===== src/rtl/se_arb_pkg.sv =====
// se_arb_pkg: shared types and default widths for the SE arbiter.
// Contents: FSM state enum, default DATA/INST/LAT widths, request payload struct.
package se_arb_pkg;
    localparam int DATA_W_DEF = 128;
    localparam int INST_W_DEF = 8;
    localparam int LAT_W_DEF  = 8;

    typedef enum logic [1:0] {IDLE, ISSUE, WAIT, RESP} state_e;

    // Sized with the default widths; the arbiter is built with these defaults.
    typedef struct packed {
        logic [INST_W_DEF-1:0] inst;
        logic [DATA_W_DEF-1:0] op1;
        logic [DATA_W_DEF-1:0] op2;
        logic [DATA_W_DEF-1:0] cond;
    } payload_t;
endpackage


===== src/rtl/se_arb_rr.sv =====
// se_arb_rr: 2-way round-robin grant.
// Ports: valid_i[1:0] requests, last_i id granted last, grant_o winning id
// (a lone requester always wins; a tie goes to the one not granted last).
module se_arb_rr (
    input  logic [1:0] valid_i,
    input  logic       last_i,
    output logic       grant_o
);
    assign grant_o = (&valid_i) ? ~last_i : valid_i[1];
endmodule


===== src/rtl/se_arbiter.sv =====
// se_arbiter: arbitrates two requesters onto one SE datapath, one transaction in flight.
// Ports: clk_i/rst_ni (async active-low), req_* request handshake + payload per requester,
// rsp_* response handshake with shared rsp_result_o, se_* SE input/output handshakes,
// grant_id_o in-flight owner, busy_o non-IDLE, last_lat_o/lat_differ_o latency monitor.
// Optional latency monitor enabled by defining SE_ARB_LAT_MON_EN.
module se_arbiter
    import se_arb_pkg::*;
#(
    parameter int DATA_W = DATA_W_DEF,
    parameter int INST_W = INST_W_DEF,
    parameter int LAT_W  = LAT_W_DEF
) (
    input  logic                clk_i,
    input  logic                rst_ni,
    input  logic [1:0]          req_valid_i,
    output logic [1:0]          req_ready_o,
    input  logic [2*INST_W-1:0] req_inst_i,
    input  logic [2*DATA_W-1:0] req_op1_i,
    input  logic [2*DATA_W-1:0] req_op2_i,
    input  logic [2*DATA_W-1:0] req_cond_i,
    output logic [1:0]          rsp_valid_o,
    input  logic [1:0]          rsp_ready_i,
    output logic [DATA_W-1:0]   rsp_result_o,
    output logic [INST_W-1:0]   se_inst_o,
    output logic [DATA_W-1:0]   se_op1_o,
    output logic [DATA_W-1:0]   se_op2_o,
    output logic [DATA_W-1:0]   se_cond_o,
    output logic                se_in_valid_o,
    input  logic                se_in_ready_i,
    input  logic [DATA_W-1:0]   se_out_result_i,
    input  logic                se_out_valid_i,
    output logic                se_out_ready_o,
    output logic                grant_id_o,
    output logic                busy_o,
    output logic [LAT_W-1:0]    last_lat_o,
    output logic                lat_differ_o
);
    state_e             state_q, state_d;
    payload_t           pay_q, pay_d;
    logic [DATA_W-1:0]  res_q, res_d;
    logic               gid_q, gid_d;
    // Set when requester 0 was granted last; reset value 0 treats requester 1 as last.
    logic               last0_q, last0_d;
    logic               gnt;

    se_arb_rr u_rr (
        .valid_i (req_valid_i),
        .last_i  (~last0_q),
        .grant_o (gnt)
    );

    always_ff @(posedge clk_i or negedge rst_ni) begin
        if (!rst_ni) begin
            state_q <= IDLE;
            pay_q   <= '0;
            res_q   <= '0;
            gid_q   <= 1'b0;
            last0_q <= 1'b0;
        end else begin
            state_q <= state_d;
            pay_q   <= pay_d;
            res_q   <= res_d;
            gid_q   <= gid_d;
            last0_q <= last0_d;
        end
    end

    always_comb begin
        state_d        = state_q;
        pay_d          = pay_q;
        res_d          = res_q;
        gid_d          = gid_q;
        last0_d        = last0_q;
        req_ready_o    = '0;
        rsp_valid_o    = '0;
        se_in_valid_o  = 1'b0;
        se_out_ready_o = 1'b0;
        case (state_q)
            IDLE: begin
                req_ready_o[gnt] = req_valid_i[gnt];
                if (req_valid_i[gnt]) begin
                    state_d = ISSUE;
                    gid_d   = gnt;
                    pay_d   = '{inst: gnt ? req_inst_i[2*INST_W-1:INST_W] : req_inst_i[INST_W-1:0],
                                op1:  gnt ? req_op1_i[2*DATA_W-1:DATA_W]  : req_op1_i[DATA_W-1:0],
                                op2:  gnt ? req_op2_i[2*DATA_W-1:DATA_W]  : req_op2_i[DATA_W-1:0],
                                cond: gnt ? req_cond_i[2*DATA_W-1:DATA_W] : req_cond_i[DATA_W-1:0]};
                end
            end
            ISSUE: begin
                se_in_valid_o = 1'b1;
                if (se_in_ready_i) state_d = WAIT;
            end
            WAIT: begin
                se_out_ready_o = 1'b1;
                if (se_out_valid_i) begin
                    res_d   = se_out_result_i;
                    state_d = RESP;
                end
            end
            RESP: begin
                rsp_valid_o[gid_q] = 1'b1;
                if (rsp_ready_i[gid_q]) begin
                    state_d = IDLE;
                    last0_d = ~gid_q;
                end
            end
            default: state_d = IDLE;
        endcase
    end

    assign se_inst_o    = pay_q.inst;
    assign se_op1_o     = pay_q.op1;
    assign se_op2_o     = pay_q.op2;
    assign se_cond_o    = pay_q.cond;
    assign rsp_result_o = res_q;
    assign grant_id_o   = gid_q;
    assign busy_o       = (state_q != IDLE);

`ifdef SE_ARB_LAT_MON_EN
    logic [LAT_W-1:0]       cnt_q, cnt_d, cnt_inc, last_q, last_d;
    logic [1:0][LAT_W-1:0]  lat_q, lat_d;
    logic [1:0]             has_q, has_d;
    logic                   differ_q, differ_d;

    // Value counted so far including the current WAIT cycle, saturating.
    assign cnt_inc = (&cnt_q) ? cnt_q : cnt_q + 1'b1;

    always_ff @(posedge clk_i or negedge rst_ni) begin
        if (!rst_ni) begin
            cnt_q    <= '0;
            last_q   <= '0;
            lat_q    <= '0;
            has_q    <= '0;
            differ_q <= 1'b0;
        end else begin
            cnt_q    <= cnt_d;
            last_q   <= last_d;
            lat_q    <= lat_d;
            has_q    <= has_d;
            differ_q <= differ_d;
        end
    end

    always_comb begin
        cnt_d    = cnt_q;
        last_d   = last_q;
        lat_d    = lat_q;
        has_d    = has_q;
        differ_d = differ_q;
        if (state_q == ISSUE && se_in_ready_i) cnt_d = '0;
        else if (state_q == WAIT) cnt_d = cnt_inc;
        if (state_q == WAIT && se_out_valid_i) begin
            last_d         = cnt_inc;
            lat_d[gid_q]   = cnt_inc;
            has_d[gid_q]   = 1'b1;
            if (has_q[~gid_q] && lat_q[~gid_q] != cnt_inc) differ_d = 1'b1;
        end
    end

    assign last_lat_o   = last_q;
    assign lat_differ_o = differ_q;
`else
    assign last_lat_o   = '0;
    assign lat_differ_o = 1'b0;
`endif
endmodule


===== config.mk =====
export PLATFORM = sky130hd
export DESIGN_NAME = se_arbiter
export DESIGN_NICKNAME = d
export VERILOG_FILES = /design/src/rtl/se_arb_pkg.sv /design/src/rtl/se_arb_rr.sv /design/src/rtl/se_arbiter.sv
export SDC_FILE = /design/constraint.sdc
export NUM_CORES = 1
export LEC_CHECK = 0
export CORE_AREA = 2 2 564 566
export CTS_CLUSTER_DIAMETER = 50
export DETAILED_ROUTE_END_ITERATION = 10
export DIE_AREA = 0 0 566 568
export GPL_TIMING_DRIVEN = 0
export PLACE_DENSITY = 0.34
export SYNTH_ARGS = -nofsm -noshare
export SYNTH_HDL_FRONTEND = slang
export SYNTH_SLANG_ARGS = --single-unit

===== constraint.sdc =====
create_clock -name clk_i -period 2.3 [get_ports clk_i]
set_input_delay 0.46 -clock clk_i [delete_from_list [all_inputs] [get_ports clk_i]]
set_output_delay 0.46 -clock clk_i [all_outputs]
set_load 0.03 [all_outputs]

==> Yosys cells after proc, flatten, opt, wreduce, memory -nomap -nowiden <==
Index checks and enable logic that the tools add are counted.
{ "totals": {"register_bits": 524, "latchBits": 0, "ramBits": 0, "romBits": 0, "inputBits": 920, "elab_cells": 52, "n_memories": 0} }
{ "classes": {"addsub": 0, "mul": 0, "div": 0, "order_cmp": 4, "n_eq_ne": 7, "shifts": 0, "muxes": 22, "n_bitwise": 2, "n_reduce_logical": 9} }
{ "op_table": {"columns": ["op", "count"], "rows": [
  ["$mux 128", 3],
  ["$mux 2", 6],
  ["$mux 1", 9],
  ["$mux 8", 1],
  ["$ne 2x2->1 const B", 4],
  ["$pmux 2 s4", 1],
  ["$reduce_and 2->1", 4],
  ["$eq 2x2->1 const B", 2],
  ["$lt 1x2->1 const B", 2],
  ["$reduce_and 4->1", 1],
  ["$and 2x2->2", 1],
  ["$demux 1 s1", 2],
  ["$eq 2x1->1 const B", 1],
  ["$ge 1x1->1 const B", 2],
  ["$logic_and 1x1->1", 2],
  ["$logic_not 2->1", 1],
  ["$reduce_bool 2->1", 1],
  ["$not 1->1", 1]
]} }

==> Logic depth before layout (Yosys ltp) <==
{ "depth": {"depth_word": 8, "ltp_mapped": 8, "ltp_nobuf": 5} }

==> Modules after synthesis <==
Synthesis repeated with hierarchy kept, for this count alone.
{ "unflattened": {"hier_cells": 2013, "area_unflattened_um2": 23103.4} }
{ "by_module_without_submodules": {"columns": ["module", "instances", "cells_each", "area_each_um2", "seq_area_each_um2"], "rows": [
  ["se_arbiter", 1, 2012, 23092.1, 13112.6],
  ["se_arb_rr", 1, 1, 11.3, 0.0]
]} }

==> Least setup slack after synthesis <==
No wires, ideal clock.
{ "synth_path": {"path_type": "register to output", "start": "register state_q[0]", "end": "output port req_ready_o[1]", "arrival_ps": 1589, "required_ps": 1840, "setup_slack_ps": 251, "stages_incl_launch_ff": 7, "path_buffers": 2, "path_cell_list": "dfrtp_1 > inv_1 > ha_1 > inv_1 > nor3_1 > buf_6 > buf_2"} }
{ "synth_between": {"elab_chain_len": 2} }
{ "synth_lines": {"columns": ["element", "line", "text"], "rows": [
  ["start: declaration", "se_arbiter.sv:38", "state_e state_q, state_d;"],
  ["start signal: assignment", "se_arbiter.sv:60", "state_q <= state_d;"],
  ["$logic_not 2->1", "se_arbiter.sv:78", "case (state_q)"],
  ["$mux 2", "se_arbiter.sv:78", null],
  ["end: declaration", "se_arbiter.sv:16", "output logic [1:0] req_ready_o,"]
]} }
Every way passes these cells.

==> Final worst setup path <==
{ "layout_path": {"start": "register state_q[0]", "end": "output port req_ready_o[0]"} }
Same word-level chain as after synthesis.

==> impl_metrics.env <==
export IMPL_fmax_mhz=393
export IMPL_grt_max_degree=100
export IMPL_dp_cells=7317
export IMPL_reg2reg_to="se_op2_o[99]$_DFFE_PN0P_"
export IMPL_synthMuxAreaShare=0.0661
export IMPL_yosys_warnings=0
export IMPL_power_density_nw_per_um2=1600
export IMPL_num_vias=22993
export IMPL_post_drt_wl_per_cell_um=32.2
export IMPL_yosysMostFrequentCell="dfrtp_1"
export IMPL_grt_overflow_total=0
export IMPL_synth_top_cell_area_share=0.588
export IMPL_regToRegSetupSlack_ns=0.01
export IMPL_timing_rr_start="state_q[0]$_DFFE_PN0P_"
export IMPL_clk_path_buf_depth=4
export IMPL_synth_top_family_by_area="compound AO/OA/AOI/OAI gates"
export IMPL_grt_use_total=0.148
export IMPL_maxSlewHeadroom=0.445
export IMPL_yosys_register_bits=524
export IMPL_power_frac_clock=0.262
export IMPL_swShare=0.469
export IMPL_synth_edf_count=0
export IMPL_critPathLaunchType="register"
export IMPL_cts_root_buffer="clkbuf_16"
export IMPL_max_cap_violations=0
export IMPL_ant_nets=0
export IMPL_leakagePower_nw=18.9
export IMPL_async_reset_ff_frac=1.00
export IMPL_worst_slack_ns=-0.244
export IMPL_cp_end_kind="output pin"
export IMPL_critPathRequiredTime_ns=1.84
export IMPL_violations="negative setup slack"
export IMPL_ys_flop_type="dfrtp_1"
export IMPL_antenna_found_initial=126
export IMPL_hold_class="input port to register"
export IMPL_synth_largest_area_cell="dfrtp_1"
export IMPL_io_pins=1457
export IMPL_crit_fanout=4
export IMPL_syn_area_per_cell_um2=13.3
export IMPL_whs_ns=0.143
export IMPL_die_y_um=568
export IMPL_port_buffers=1447
export IMPL_setup_viol=7
export IMPL_place_hpwl_um=211000
export IMPL_synth_adder_area_share=0.00281
export IMPL_tightest_slew_ns=0.832
export IMPL_grt_pass1_wl_um=303000
export IMPL_rsz0062_at_grt="true"
export IMPL_dieWidth_um=566
export IMPL_power_mw=74.8
export IMPL_synth_xor_area_frac=0
export IMPL_grt_pass1_vias=24372
export IMPL_finalCriticalPeriod_ns=2.54
export IMPL_cp_arrival_ns=2.08
export IMPL_yosys_area_share_simple=0.118
export IMPL_drive_gt1_frac=0.239
export IMPL_fillers=35494
export IMPL_yosysUniqueCellTypes=28
export IMPL_numCtsBuffers=124
export IMPL_crit_type="register to output pin"
export IMPL_finalNetCount=4209
export IMPL_netlist_area_um2=22300
export IMPL_intPower_mw=39.7
export IMPL_cts_tree="done"
export IMPL_cp_slowest_cell="dfrtp_1"
export IMPL_rows=207
export IMPL_synth_area_leaders="dfrtp_1, a221o_1, and2_1"
export IMPL_area_growth_pct=110
export IMPL_skew_ns=0.112
export IMPL_startpoint="state_q[0]$_DFFE_PN0P_"
export IMPL_ys_seq_area_frac=0.588
export IMPL_finalNonFillerCells=7609
export IMPL_reg2regPathDepth=8
export IMPL_slew_violations=0
export IMPL_avgViaCountPerCell=3.02
export IMPL_hold_viol=0
export IMPL_ir_drop_mv=0.745
export IMPL_drc=0
export IMPL_clk_pin_slew_worst_paths_ns=0.05
export IMPL_core_area_um2=316000
export IMPL_combPwrFrac=0.506
export IMPL_wl_um=245000
export IMPL_ctsHtreeMaxLevel=3
export IMPL_netlist_top_cells_count="dfrtp_1, and2_1, a221o_1, mux2_2, buf_2"
export IMPL_status="complete, but fails checks"
export IMPL_cp_endpoint="req_ready_o[0]"
export IMPL_worst_path_largest_cell_delay_ns=0.39
export IMPL_synth_compound_area_frac=0.180
export IMPL_start_util=0.0705
export IMPL_dieArea_um2=321000
export IMPL_drt_pass1_iterations=7
export IMPL_crit_chain="inv_2 -> ha_4 -> nand2_2 -> a21oi_4 -> buf_8 -> buf_6"
export IMPL_p_sw_mw=35.1
export IMPL_clk_insertion_delay_late_ns=0.90
export IMPL_period_share=1.11
export IMPL_finalWeightedCongestion=0.887
export IMPL_syn_inst=1675
export IMPL_p_seq_frac=0.232
export IMPL_clock_sinks=524
export IMPL_drt_iter0_drc=1384
==> power groups by stage <==
stage / combinational [mW] / sequential, mW / clock, mW
2_1_floorplan: 9.45 / 24.6 / 0
3_3_place_gp: 40.7 / 17.7 / 0
3_5_place_dp: 40.4 / 17.6 / 0
4_1_cts: 38.7 / 17.6 / 20.2
5_1_grt: 40.3 / 18.0 / 20.5
6_report: 37.8 / 17.4 / 19.6
==> logic make-up after synthesis <==
family                     after synthesis
other                                    1
and+or+nand+nor                        428
DFF                                    524
AOI/OAI and AO/OA                      423
adders and majority gates                5
muxes                                  131
buffers and inverters                  163
==> worst min-delay path by stage <==
stage,start,end,depth (start not counted)
finish,req_op1_i[122],se_op1_o[122]$_DFFE_PN0P_,3
global route,req_op1_i[115],se_op1_o[115]$_DFFE_PN0P_,3
CTS,req_op1_i[111],se_op1_o[111]$_DFFE_PN0P_,3
detailed placement,rsp_result_o[106]$_DFFE_PN0P_,rsp_result_o[106]$_DFFE_PN0P_,1
global placement,rsp_result_o[104]$_DFFE_PN0P_,rsp_result_o[104]$_DFFE_PN0P_,1
floorplan,rst_ni,grant_id_o$_DFFE_PN0P_,0
==> state kept, by name, summed over array words and instances, names as in the netlist <==
signal,flops
grant_id_o,1
state_q,2
se_inst_o,8
se_cond_o,128
last0_q,1
se_op1_o,128
rsp_result_o,128
se_op2_o,128
==> layout by cell type, fill, tap and decap left out, types with 21 or more instances in the layout <==
master	count
a221o_1	368
a31oi_1	24
and2_1	368
buf_2	89
buf_4	56
buf_6	50
bufinv_16	24
clkbuf_16	125
clkbuf_2	30
clkdlybuf4s15_1	27
clkdlybuf4s15_2	182
clkdlybuf4s50_1	918
clkinv_2	21
dfrtp_1	519
diode_2	43
dlygate4sd2_1	233
mux2_2	129
nand3b_1	24
nor2_1	25
o21ai_0	25
==> per-stage QoR <==
step	worst slack [ns]	TNS, ns	util	cell area, µm²
3_3_place_gp	-27.75	-	0.133	42000
4_1_cts	-0.456	-24.83	0.148	46700
6_report	-0.244	-0.777	0.148	46900
5_1_grt	-0.344	-5.07	0.148	46800
3_5_place_dp	-1.77	-471.50	0.133	42200
2_1_floorplan	0.251	0	-	22300
==> what timing repair did <==
item	CTS	global route
endpoints found under the setup margin	997	364
hold endpoints to repair	71	0
buffers inserted	12	9
pin swaps	3	4
hold buffers	1	0
gates resized for setup	1323	117
==> critical path: cells and delay by family, from the launching register on <==
kind	cells	cell delay (ns)
flip-flops	1	0.39
buffers and inverters	3	0.34
adder cells (fa/ha/maj)	1	0.20
AO/OA/AOI/OAI	1	0.17
AND/OR/NAND/NOR	1	0.08
==> metal layers <==
metal / up-vias / wire length [µm] / part of all wire / track usage
met1: 11466 / 90500 / 0.37 / 0.160
li1: 9704 / - / - / -
met5: - / 120 / 0.00049 / 0
met2: 1465 / 114000 / 0.47 / 0.243
met3: 338 / 34000 / 0.14 / 0.0888
met4: 20 / 6280 / 0.026 / 0.0369
==> layout make-up <==
type,instances,area (µm²),share of cell area
clock buffer,145,3300,0.0704
clock inverter,83,1180,0.0252
antenna,43,108,0.00229
buffer,158,1160,0.0247
multi-input combinational,996,8300,0.177
inverter,4,15.0,0.000320
tap,4180,5230,0.112
timing repair buffer,1476,14500,0.309
sequential,524,13100,0.280
(Power assumes the default switching activity.)
